$ cat src/rtl/spi_byte_ctrl.sv
// Byte-oriented mode-0 SPI master (MSB first) with programmable SCK rate and a slave-select register.
// Optional macro SPI_HOLD_EN adds a one-byte transmit holding register and the HOLD_FULL output.
module spi_byte_ctrl #(
  parameter int unsigned DIVW = 8,
  parameter int unsigned NSS  = 2
) (
  input  logic            CLK,
  input  logic            RST,
  input  logic            DIV_WE,
  input  logic            SS_WE,
  input  logic            START,
  input  logic [7:0]      WDATA,
  input  logic            MISO,
  output logic            SCK,
  output logic            MOSI,
  output logic [NSS-1:0]  nSS,
  output logic [7:0]      RXD,
  output logic            BUSY,
`ifdef SPI_HOLD_EN
  output logic            HOLD_FULL,
`endif
  output logic            DONE
);

  localparam int unsigned BITW = 3;

  typedef enum logic [1:0] {
    S_IDLE,
    S_LOW,
    S_HIGH,
    S_DONE
  } state_e;

  state_e          state_q,  state_d;
  logic [DIVW-1:0] div_q,    div_d;
  logic [DIVW-1:0] cnt_q,    cnt_d;
  logic [BITW-1:0] bit_q,    bit_d;
  logic [7:0]      sr_q,     sr_d;
  logic            rx_bit_q, rx_bit_d;
  logic            sck_q,    sck_d;
  logic            mosi_q,   mosi_d;
  logic [NSS-1:0]  nss_q,    nss_d;
  logic [7:0]      rxd_q,    rxd_d;
  logic            busy_q,   busy_d;
  logic            done_q,   done_d;
`ifdef SPI_HOLD_EN
  logic [7:0]      hold_q,      hold_d;
  logic            hold_full_q, hold_full_d;
`endif

  logic [DIVW-1:0] div_wr;
  logic [NSS-1:0]  sel_wr;

  assign div_wr = DIVW'(WDATA);
  assign sel_wr = NSS'(WDATA);

  // State and register file; RST aborts any transfer without touching RXD beyond its reset value
  always_ff @(posedge CLK) begin
    if (RST) begin
      state_q     <= S_IDLE;
      div_q       <= '0;
      cnt_q       <= '0;
      bit_q       <= '0;
      sr_q        <= '0;
      rx_bit_q    <= 1'b0;
      sck_q       <= 1'b0;
      mosi_q      <= 1'b1;
      nss_q       <= '1;
      rxd_q       <= '0;
      busy_q      <= 1'b0;
      done_q      <= 1'b0;
`ifdef SPI_HOLD_EN
      hold_q      <= '0;
      hold_full_q <= 1'b0;
`endif
    end else begin
      state_q     <= state_d;
      div_q       <= div_d;
      cnt_q       <= cnt_d;
      bit_q       <= bit_d;
      sr_q        <= sr_d;
      rx_bit_q    <= rx_bit_d;
      sck_q       <= sck_d;
      mosi_q      <= mosi_d;
      nss_q       <= nss_d;
      rxd_q       <= rxd_d;
      busy_q      <= busy_d;
      done_q      <= done_d;
`ifdef SPI_HOLD_EN
      hold_q      <= hold_d;
      hold_full_q <= hold_full_d;
`endif
    end
  end

  // Next-state and output logic
  always_comb begin
    state_d  = state_q;
    div_d    = div_q;
    cnt_d    = cnt_q;
    bit_d    = bit_q;
    sr_d     = sr_q;
    rx_bit_d = rx_bit_q;
    sck_d    = sck_q;
    mosi_d   = mosi_q;
    nss_d    = nss_q;
    rxd_d    = rxd_q;
    busy_d   = busy_q;
    done_d   = 1'b0;
`ifdef SPI_HOLD_EN
    hold_d      = hold_q;
    hold_full_d = hold_full_q;
    if (busy_q && START && !hold_full_q) begin
      hold_d      = WDATA;
      hold_full_d = 1'b1;
    end
`endif

    // Configuration is frozen while a byte is on the wire; multi-hot selects deselect everything
    if (!busy_q) begin
      if (DIV_WE) begin
        div_d = div_wr;
      end
      if (SS_WE) begin
        nss_d = $onehot0(sel_wr) ? ~sel_wr : '1;
      end
    end

    unique case (state_q)
      S_IDLE: begin
        if (START) begin
          sr_d    = WDATA;
          mosi_d  = WDATA[7];
          busy_d  = 1'b1;
          bit_d   = '0;
          cnt_d   = DIV_WE ? div_wr : div_q;
          state_d = S_LOW;
        end
      end

      S_LOW: begin
        if (cnt_q != '0) begin
          cnt_d = cnt_q - DIVW'(1);
        end else begin
          sck_d    = 1'b1;
          rx_bit_d = MISO;
          cnt_d    = div_q;
          state_d  = S_HIGH;
        end
      end

      // The MISO bit is merged at the falling edge so bit 0 keeps its transmit value until then
      S_HIGH: begin
        if (cnt_q != '0) begin
          cnt_d = cnt_q - DIVW'(1);
        end else if (bit_q == 3'd7) begin
          rxd_d  = {sr_q[6:0], rx_bit_q};
          done_d = 1'b1;
          sck_d  = 1'b0;
          bit_d  = '0;
`ifdef SPI_HOLD_EN
          if (hold_full_q || START) begin
            sr_d        = hold_full_q ? hold_q : WDATA;
            mosi_d      = hold_full_q ? hold_q[7] : WDATA[7];
            hold_full_d = 1'b0;
            cnt_d       = div_q;
            state_d     = S_LOW;
          end else begin
            mosi_d  = 1'b1;
            busy_d  = 1'b0;
            state_d = S_DONE;
          end
`else
          mosi_d  = 1'b1;
          busy_d  = 1'b0;
          state_d = S_DONE;
`endif
        end else begin
          sck_d   = 1'b0;
          sr_d    = {sr_q[6:0], rx_bit_q};
          mosi_d  = sr_q[6];
          bit_d   = bit_q + 3'd1;
          cnt_d   = div_q;
          state_d = S_LOW;
        end
      end

      S_DONE: begin
        state_d = S_IDLE;
      end

      default: begin
        state_d = S_IDLE;
      end
    endcase
  end

  assign SCK  = sck_q;
  assign MOSI = mosi_q;
  assign nSS  = nss_q;
  assign RXD  = rxd_q;
  assign BUSY = busy_q;
  assign DONE = done_q;
`ifdef SPI_HOLD_EN
  assign HOLD_FULL = hold_full_q;
`endif

endmodule

$ cat config.mk
export PLATFORM = sky130hd
export DESIGN_NAME = spi_byte_ctrl
export DESIGN_NICKNAME = d
export VERILOG_FILES = /design/src/rtl/spi_byte_ctrl.sv
export SDC_FILE = /design/constraint.sdc
export NUM_CORES = 1
export LEC_CHECK = 0
export BUFFER_PORTS_ARGS = -buffer_cell sky130_fd_sc_hd__buf_2
export CAP_MARGIN = 20
export CELL_PAD_IN_SITES_DETAIL_PLACEMENT = 1
export CELL_PAD_IN_SITES_GLOBAL_PLACEMENT = 2
export CORE_ASPECT_RATIO = 1.5
export CORE_UTILIZATION = 30
export CTS_CLUSTER_DIAMETER = 60
export CTS_CLUSTER_SIZE = 10
export DETAILED_ROUTE_END_ITERATION = 12
export PLACE_DENSITY_LB_ADDON = 0.3
export SLEW_MARGIN = 30
export SYNTH_ARGS = -nofsm -noshare
export SYNTH_HDL_FRONTEND = slang
export SYNTH_SLANG_ARGS = --single-unit
$ cat constraint.sdc
create_clock -name CLK -period 2.1 [get_ports CLK]
set_input_delay 0.63 -clock CLK [delete_from_list [all_inputs] [get_ports CLK]]
set_output_delay 0.63 -clock CLK [all_outputs]
set_load 0.02 [all_outputs]
==> reports/results.txt <==
top post-synthesis cells by count -> 43 x dfxtp_1, 41 x nor2_1, 28 x nand2_1
Total Wirelength -> 6040 um
full die area -> 0.00791 mm^2
FP Rows -> 38
post-route ant nets -> 0
initial core utilization -> 31.1%
VDD IR max -> 0.487 mV
CTS tree -> done
clk slew on worst S/H paths -> 0.08 ns
drt pass-1 iters -> 4
crit path kind -> reg -> reg
status -> finished clean
Seq/Total Area, Yosys -> 38.0%
DRT iter0 DRCs -> 70
hold_sp -> RXD[4]
Post-synth EDFFs -> 0
Setup crit end kind -> flip-flop
Worst Hold Slack -> 0.455 ns
slowest stage delay, CP -> 0.43 ns
Port Buffers -> 27
CP Launch Type -> flip-flop
CTS buffer count -> 5
actual slew at the worst max-slew pin -> 0.531 ns
syn_area_per_cell -> 8.61 um^2
cell family with most CP delay -> simple AND/OR/NAND/NOR gates
Final Net Count -> 325
Cell Area, Synth -> 0.00226 mm^2
worst-path fanout max -> 13
Pleak -> 0.00109 uW
top post-synthesis cells by area -> dfxtp_1 38%, mux2i_1 8.4%, nor2_1 6.8%
Setup violations, final -> 0
share of post-route cells with drive strength above 1 -> 22.7%
RSZ-0062 raised after global routing -> false
synthesis-to-layout area growth -> 18.5%
Final HPWL DP -> 4590 um
final global-route overflow total -> 0
initial antenna violation count -> 0
via count -> 1999
max-slew violations -> 0
worst r2r src -> cnt_q[1]
fill cell count -> 893
pwr dens -> 1460 mW/mm^2
synth warn -> 0
top-count cell post-synth -> dfxtp_1
Primary FF master, synth -> dfxtp_1
Mapped Nets -> 285
Post-synth ARST share -> 0%
Post-CTS Hold Buffers -> 0
clk_lat worst skew -> 0.31 ns
period utilization -> 93.2%
Worst Path Required -> 2.32 ns
H-tree levels -> 2
Util after Layout -> 36.9%
clk_skew -> 0.00521 ns
Vias per Instance -> 4.95
Worst EP arrival -> 2.18 ns
CP Buf/Inv Count -> 2
wire per inst -> 14.9 um
slowest CP cell -> or3b_4
die width -> 72.9 um
Cell Chain, Critical Path -> inv_1, ha_1, or3b_4, o31a_1, nor2_4, buf_12, nor2_1, a211oi_1
#FFs+latches synth -> 43
max_cap viols -> 0
cells after synthesis -> 263
Fmax -> 511 MHz
number of global-route vias before repair -> 2003
final hold violations -> 0
IO Count -> 28
core area -> 0.00727 mm^2
Yosys cell types -> 45
Placer Congestion -> 0.790
Slew headroom -> 64.3%
clock tree buffer depth -> 2
first-pass GRT wire length -> 9860 um
Synth top area share -> 38.0%
clock sinks -> 43
DRC Markers -> 0
ANT cells -> 0
Final min period -> 1.96 ns
leading area contributor after synthesis -> dfxtp_1
class of the worst hold path -> reg -> reg
Total GRT Usage -> 16.7%
launch point of the worst path -> cnt_q[1]
clock root buffer -> clkbuf_8
largest net degree at the start of global routing -> 29
die height -> 108 um
[metrics by stage]
stage	setup TNS (ns)	area, um^2	total power [uW]	worst slack, ns	std cells
floorplan	0	2260	2710	0.143	263
global placement	0	2570	3270	0.0752	394
detailed placement	-0.0530	2570	3310	-0.0278	394
CTS	0	2680	3950	0.0179	404
global route	0	2680	4230	0.00500	404
finish	0	2680	3910	0.142	404
[worst register-to-register path, stage by stage (launching register included)]
cell and delay [ns]:
dfxtp_1 0.34, inv_1 0.10, ha_1 0.18, or3b_4 0.43
o31a_1 0.29, nor2_4 0.13, buf_12 0.14, nor2_1 0.05
a211oi_1 0.21
[state kept, by name (all words and copies together), names as in the netlist]
name and count:
RXD 8, cnt_q 8, div_q 8, sr_q 7, bit_q 3, nSS 2, state_q 2, BUSY 1
DONE 1, MOSI 1, SCK 1, rx_bit_q 1
[cell families (layout without fill, tap and decap cells)]
family	count (synthesis)	in the layout	share of synthesized area, %
buffers and inverters	23	64	6.41
AOI/OAI and AO/OA	62	62	19.0
DFF	43	43	38.0
adders and majority gates	8	8	4.42
xor gates and xnor gates	3	3	1.16
muxes	20	20	8.89
and+or+nand+nor	104	104	22.1
[final cells by class]
type | count | area, um^2 | share of cell area [%]
Timing Repair Buffer | 49 | 325 | 12.1
Clock inverter | 3 | 15.0 | 0.560
Sequential cell | 43 | 861 | 32.1
Inverter | 7 | 26.3 | 0.979
Tap cell | 100 | 125 | 4.66
Multi-Input combinational cell | 197 | 1260 | 47.0
Clock buffer | 5 | 68.8 | 2.57
[layer usage]
layer | part of all wire (%) | up-vias | GRT usage [%]
li1 | - | 1002 | -
met1 | 42 | 970 | 18.3
met2 | 53 | 19 | 30.4
met3 | 1.8 | 8 | 3.08
met4 | 2.5 | 0 | 7.98
met5 | 0 | - | 0
[power by group]
group	switching, uW	leakage, uW	internal [uW]
registers	167	0.000353	1010
clock network	303	0.0000477	228
logic	1210	0.000685	984
[cells in the final DEF, fill, tap and decap left out, types with 2 or more instances in the layout]
cell type  Yosys  final
nor3b_1        2      2
a211oi_1       9      9
dfxtp_1       43     43
clkbuf_8       0      5
a211oi_2       3      3
o211ai_1       6      6
buf_2          1     27
o21ai_0        7      7
mux2i_1       19     19
nand3_1        6      6
nand2b_1       5      5
nor2_1        41     41
buf_12         0      2
and3_1         2      2
a311oi_1       3      3
nand3b_1       2      2
nand2_1       28     28
a22oi_1        4      4
a211o_1        2      2
o31ai_1        3      3
xnor2_1        3      3
nor2_4         2      2
nor2b_1        4      4
nor3_1         5      5
inv_1          7      7
buf_4          3     20
a21oi_1       18     18
clkinv_2       0      3
ha_1           8      8
[worst paths after layout]
path	to	slack, ns	cells after the start
setup reg to reg	sr_q[2]	0.14	8
hold reg to reg	RXD[4]	0.45	2
setup / recovery	sr_q[2]	0.14	8
hold / removal	RXD[4]	0.45	2
[repair_timing]
| item | CTS | global route |
|---|---|---|
| buffers inserted | 2 | 0 |
| pin swaps | 1 | 0 |
| hold endpoints to repair | 0 | 0 |
| endpoints found under the setup margin | 7 | 19 |
| gates resized for setup | 0 | 1 |
Power figures use the tool's default switching activity.
